**config.mk**
```make
export PLATFORM = sky130hd
export DESIGN_NAME = prgrom_load_ctrl
export DESIGN_NICKNAME = d
export VERILOG_FILES = /design/src/rtl/cpu_pkg.sv /design/src/rtl/rst_pulse_gen.sv /design/src/rtl/prgrom_load_ctrl.sv
export SDC_FILE = /design/constraint.sdc
export NUM_CORES = 1
export LEC_CHECK = 0
export ABC_AREA = 1
export BUFFER_PORTS_ARGS = -buffer_cell sky130_fd_sc_hd__buf_2
export CAP_MARGIN = 25
export CORE_MARGIN = 3
export CORE_UTILIZATION = 51
export DETAILED_ROUTE_END_ITERATION = 10
export MAX_ROUTING_LAYER = met4
export PLACE_DENSITY = 0.86
export SLEW_MARGIN = 20
export SYNTH_ARGS = -nofsm -noshare
export SYNTH_HDL_FRONTEND = slang
export SYNTH_SLANG_ARGS = --single-unit
```
**constraint.sdc**
```tcl
create_clock -name clock -period 4.8 [get_ports clock]
set_input_delay 0.96 -clock clock [delete_from_list [all_inputs] [get_ports clock]]
set_output_delay 0.96 -clock clock [all_outputs]
set_load 0.01 [all_outputs]
```
**src/rtl/cpu_pkg.sv**
```systemverilog
// Shared definitions for the program-ROM load path: state encoding and default sizes.
package cpu_pkg;

  typedef enum logic [1:0] {
    RUN     = 2'd0,
    LOAD    = 2'd1,
    DRAIN   = 2'd2,
    RESTART = 2'd3
  } pg_state_e;

  localparam int PRGROM_ADDR_W  = 14;
  localparam int RST_CYCLES_DEF = 4;

endpackage

```
**src/rtl/rst_pulse_gen.sv**
```systemverilog
// Loadable down-counter for timed reset pulses; busy while the count is nonzero.
module rst_pulse_gen #(
  parameter int CNT_W = 3
) (
  input  logic             clock,
  input  logic             reset,
  input  logic             load_i,
  input  logic [CNT_W-1:0] load_val_i,
  output logic             busy_o,
  output logic             last_o
);

  logic [CNT_W-1:0] cnt_q, cnt_d;

  always_comb begin
    cnt_d = cnt_q;
    if (load_i)
      cnt_d = load_val_i;
    else if (cnt_q != '0)
      cnt_d = cnt_q - 1'b1;
  end

  always_ff @(posedge clock or posedge reset) begin
    if (reset) cnt_q <= '0;
    else       cnt_q <= cnt_d;
  end

  assign busy_o = (cnt_q != '0);
  assign last_o = (cnt_q == CNT_W'(1));

endmodule

```
**src/rtl/prgrom_load_ctrl.sv**
```systemverilog
// Shares the prgrom port between instruction fetch and the UART loader,
// holding the CPU during a load and issuing a timed reset afterwards.
module prgrom_load_ctrl
  import cpu_pkg::*;
#(
  parameter int ADDR_W     = PRGROM_ADDR_W,
  parameter int RST_CYCLES = RST_CYCLES_DEF
) (
  input  logic              clock,
  input  logic              reset,
  input  logic              start_pg,
  input  logic              upg_wen,
  input  logic [ADDR_W-1:0] upg_adr,
  input  logic [31:0]       upg_dat,
  input  logic              upg_done,
  input  logic [31:0]       fetch_addr,
  output logic              rom_en,
  output logic              rom_we,
  output logic [ADDR_W-1:0] rom_addr,
  output logic [31:0]       rom_wdata,
  output logic              cpu_hold,
  output logic              cpu_rst,
  output logic              pg_mode,
  output logic [ADDR_W:0]   word_count
);

  localparam int CNT_W = $clog2(RST_CYCLES + 1);
  localparam logic [ADDR_W:0] WC_MAX = {1'b1, {ADDR_W{1'b0}}};

  pg_state_e         state_q, state_d;
  logic              wr_vld_q, wr_vld_d;
  logic [ADDR_W-1:0] wr_adr_q, wr_adr_d;
  logic [31:0]       wr_dat_q, wr_dat_d;
  logic [ADDR_W:0]   wc_q, wc_d;
  logic              pulse_load, pulse_busy, pulse_last;

  rst_pulse_gen #(.CNT_W(CNT_W)) u_rst_pulse (
    .clock      (clock),
    .reset      (reset),
    .load_i     (pulse_load),
    .load_val_i (CNT_W'(RST_CYCLES)),
    .busy_o     (pulse_busy),
    .last_o     (pulse_last)
  );

  always_comb begin
    state_d    = state_q;
    wr_vld_d   = 1'b0;
    wr_adr_d   = wr_adr_q;
    wr_dat_d   = wr_dat_q;
    wc_d       = wc_q;
    pulse_load = 1'b0;

    // A pending write retires in whichever cycle the stage is valid.
    if (wr_vld_q && wc_q != WC_MAX)
      wc_d = wc_q + 1'b1;

    unique case (state_q)
      RUN: begin
        if (start_pg) begin
          state_d = LOAD;
          wc_d    = '0;
        end
      end
      LOAD: begin
        wr_vld_d = upg_wen;
        if (upg_wen) begin
          wr_adr_d = upg_adr;
          wr_dat_d = upg_dat;
        end
        if (upg_done) state_d = DRAIN;
      end
      DRAIN: begin
        state_d    = RESTART;
        pulse_load = 1'b1;
      end
      RESTART: begin
        if (pulse_last) state_d = RUN;
      end
      default: state_d = RUN;
    endcase
  end

  always_ff @(posedge clock or posedge reset) begin
    if (reset) begin
      state_q  <= RUN;
      wr_vld_q <= 1'b0;
      wr_adr_q <= '0;
      wr_dat_q <= '0;
      wc_q     <= '0;
    end else begin
      state_q  <= state_d;
      wr_vld_q <= wr_vld_d;
      wr_adr_q <= wr_adr_d;
      wr_dat_q <= wr_dat_d;
      wc_q     <= wc_d;
    end
  end

  // Fetch path stays combinational in RUN so fetch latency is unchanged.
  always_comb begin
    rom_en    = 1'b0;
    rom_we    = 1'b0;
    rom_addr  = wr_adr_q;
    rom_wdata = wr_dat_q;
    unique case (state_q)
      RUN: begin
        rom_en   = 1'b1;
        rom_addr = fetch_addr[ADDR_W+1:2];
      end
      LOAD, DRAIN: begin
        rom_en = wr_vld_q;
        rom_we = wr_vld_q;
      end
      default: ;
    endcase
  end

  assign cpu_hold   = (state_q != RUN);
  assign pg_mode    = (state_q != RUN);
  assign cpu_rst    = (state_q == RESTART);
  assign word_count = wc_q;

  logic unused_sig;
  assign unused_sig = ^{fetch_addr[31:ADDR_W+2], fetch_addr[1:0], pulse_busy};

endmodule
```
==> results.sh <==
export IMPL_fin_area_um2=4193
export IMPL_yosys_area_top_type="dfrtp_1"
export IMPL_synthCells=435
export IMPL_reg2reg_to="state_q[1]"
export IMPL_maxCapViolCount=0
export IMPL_fin_util_pct=68.78
export IMPL_ioPinCount=149
export IMPL_clkTransAtPathRegs_ns=0.07
export IMPL_clock_latency_ns=0.33
export IMPL_crit_type="reg -> out"
export IMPL_grt_max_degree=46
export IMPL_netSwitchingPower_uw=956.6
export IMPL_hp_start="rom_wdata[2]"
export IMPL_netlist_area_leader_share_pct=50.85
export IMPL_rr_worst_depth=7
export IMPL_switching_share_pct=39.71
export IMPL_drc=0
export IMPL_htreeDepth=3
export IMPL_grt_antenna_before_repair=0
export IMPL_hp_class="reg -> reg"
export IMPL_grt_pass1_vias=3080
export IMPL_clock_root_buffer="clkbuf_8"
export IMPL_r2r_start="state_q[1]"
export IMPL_start_util_pct=54.08
export IMPL_fmax_mhz=287.5
export IMPL_ys_seq_area_share_pct=50.85
export IMPL_path_max_fanout=18
export IMPL_clkSinkCount=67
export IMPL_worstPathArrival_ns=2.52
export IMPL_die_area_um2=7465
export IMPL_min_to="rom_wdata[2]"
export IMPL_clk_path_buf_depth=2
export IMPL_io_buffers=130
export IMPL_grt_pass1_wl_um=13410
export IMPL_antenna_cells=0
export IMPL_synth_top_cells_by_area="dfrtp_1 51%, nand2_1 27%, ha_1 3.8%, nor2_1 3.0%, inv_1 2.8%"
export IMPL_internal_power_mw=1.452
export IMPL_path_cells="inv_1 > ha_1 > clkinv_1 > nand2_1 > nand2_1 > buf_2"
export IMPL_areaGrowthSynthToFinish_pct=27.17
export IMPL_drive_gt1_share_pct=28.09
export IMPL_cts_tree="done"
export IMPL_whs_path_depth=2
export IMPL_drtIter0Drc=137
export IMPL_place_hpwl_um=5973
export IMPL_setup_viol_count_final=0
export IMPL_place_congestion=0.8357
export IMPL_hold_buffers=0
export IMPL_worst_pin_slew_ns=0.8868
export IMPL_die_w_um=86.40
export IMPL_drt_wl_total_um=8192
export IMPL_vias=3167
export IMPL_track_usage_pct=23.20
export IMPL_firstDrtPassIters=4
export IMPL_min_period_ns=3.478
export IMPL_dpl_cell_area_um2=3975
export IMPL_power_density_nw_per_um2=574.6
export IMPL_synth_fp_nets=528
export IMPL_fin_setup_tns_ns=0
export IMPL_status="complete, no violations"
export IMPL_crit_required_ns=3.84
export IMPL_synth_warnings=0
export IMPL_crit_top_cell="nand2_1"
export IMPL_hold_viol=0
export IMPL_fin_skew_ns=0.01034
export IMPL_die_y_um=86.40
export IMPL_drv_slew=0
export IMPL_ys_types=27
export IMPL_postCtsSetupBuffers=0
export IMPL_p_leak_nw=2.473
export IMPL_avgSynthCellArea_um2=7.579
export IMPL_power_frac_clock_pct=21.2
export IMPL_synth_seq_cells=67
export IMPL_combPwrFrac_pct=40.3
export IMPL_rsz0062_at_grt="no"
export IMPL_cts_resized=0
export IMPL_pwr_share_seq_pct=38.5
export IMPL_slowest_delay_ns=0.62
export IMPL_nNetsFinal=654
export IMPL_grt_ovfl_total=0
export IMPL_cp_end_kind="output pin"
export IMPL_cp_start_kind="register"
export IMPL_slowest_stage="clkinv_1"
export IMPL_coreArea_um2=6096
export IMPL_viasPerCell=4.941
export IMPL_syn_area_um2=3297
export IMPL_wl_per_cell_um=12.78
export IMPL_num_rows=28
export IMPL_cts_buffers=9
export IMPL_antenna_left=0
export IMPL_r2r_slack_ns=2.30
export IMPL_final_period_utilization_pct=72.46
export IMPL_slew_headroom_pct=40.74
export IMPL_vdd_drop_max_mv=0.3297
==> metal layers <==
metal	track usage, %	wire length (µm)	vias up
met1	27.40	3393	1463
met2	37.34	4040	114
met5	-	0	-
met3	6.179	625	15
li1	-	-	1575
met4	10.20	133	0
==> state kept, by name (all words and copies together), names as in the netlist <==
signal             flops
rom_wdata             32
state_q                2
u_rst_pulse.cnt_q      3
word_count            15
wr_adr_q              14
wr_vld_q               1
==> critical path: cells and delay by family, from the launching register on <==
kind	cells	cell delay (ns)
fa+ha+maj	1	0.57
buf+inv	3	0.88
flops	1	0.42
simple gates	2	0.32
==> logic make-up (layout without fill, tap and decap cells) <==
family / after synthesis / after routing / share of synthesized area, %
buffers and inverters: 45 / 176 / 5.769
xor gates and xnor gates: 6 / 6 / 1.594
adders and majority gates: 10 / 10 / 3.795
and+or+nand+nor: 287 / 287 / 34.57
DFF: 67 / 67 / 50.85
AOI/OAI and AO/OA: 20 / 20 / 3.416
==> power by group through the flow <==
stage / sequential [mW] / clock [mW] / combinational, mW
6_report: 0.927 / 0.510 / 0.971
5_1_grt: 0.955 / 0.551 / 1.10
4_1_cts: 0.926 / 0.519 / 0.985
3_5_place_dp: 0.926 / 0 / 0.983
3_3_place_gp: 0.921 / 0 / 0.935
2_1_floorplan: 0.972 / 0 / 0.556
==> through the flow <==
step	std cells	worst slack, ns	total power [mW]	hold WS (ns)
6_report	641	1.322	2.409	0.4763
5_1_grt	641	1.089	2.603	0.5084
4_1_cts	641	1.295	2.429	0.4796
3_5_place_dp	625	1.666	1.909	0.4599
3_3_place_gp	625	1.781	1.856	0.4576
2_1_floorplan	435	2.157	1.528	0.4492
==> synth_stat cells <==
| cell type | n |
|---|---|
| xnor2_1 | 2 |
| clkbuf_1 | 7 |
| buf_6 | 1 |
| a21oi_2 | 1 |
| ha_1 | 10 |
| inv_1 | 25 |
| nand3_1 | 13 |
| a211oi_1 | 1 |
| nor2_1 | 26 |
| nand2_1 | 233 |
| nand2_4 | 1 |
| buf_1 | 5 |
| a21oi_1 | 11 |
| nand4_1 | 5 |
| o211ai_1 | 1 |
| clkinv_1 | 2 |
| buf_2 | 2 |
| o22ai_1 | 1 |
| a21o_1 | 1 |
| and2_1 | 1 |
| o21ai_0 | 4 |
| nor2_2 | 6 |
| nand3_2 | 1 |
| nand2_2 | 1 |
| xor2_1 | 4 |
| buf_4 | 3 |
| dfrtp_1 | 67 |
==> placed cells by master, fill, tap and decap left out <==
cell	Yosys	layout
a211oi_1	1	1
a21o_1	1	1
a21oi_1	11	11
a21oi_2	1	1
and2_1	1	1
buf_2	2	130
buf_4	3	3
bufinv_16	0	2
clkbuf_1	7	1
clkbuf_8	0	9
clkinv_1	2	2
clkinv_2	0	1
clkinv_4	0	2
clkinvlp_4	0	1
dfrtp_1	67	67
ha_1	10	10
inv_1	25	24
inv_2	0	1
nand2_1	233	233
nand2_2	1	1
nand2_4	1	1
nand3_1	13	13
nand3_2	1	1
nand4_1	5	5
nor2_1	26	26
nor2_2	6	6
o211ai_1	1	1
o21ai_0	4	4
o22ai_1	1	1
xnor2_1	2	2
xor2_1	4	4
==> layout make-up <==
cell class              instances  area, µm²
fillers                       506       1903
flip-flops and latches         67       1677
multi-input cells             323       1430
repair buffers                133      673.1
clock buffers                  10      127.6
inverters                      27      101.3
well taps                      75      93.84
clock inverters                 6      90.09
==> how the worst max path moves through the flow <==
stage                          start            to  slack [ns]  depth (start not counted)
after global placement    state_q[0]  rom_addr[11]        1.78                          6
after global routing      state_q[0]        rom_en        1.09                          5
after detailed placement  state_q[1]        rom_en        1.67                          5
final                     state_q[1]  rom_addr[11]        1.32                          6
after floorplan                reset  rom_wdata[0]        2.16                          1
after CTS                 state_q[1]        rom_en        1.29                          5
No activity file was read; power rests on OpenSTA's default activity.
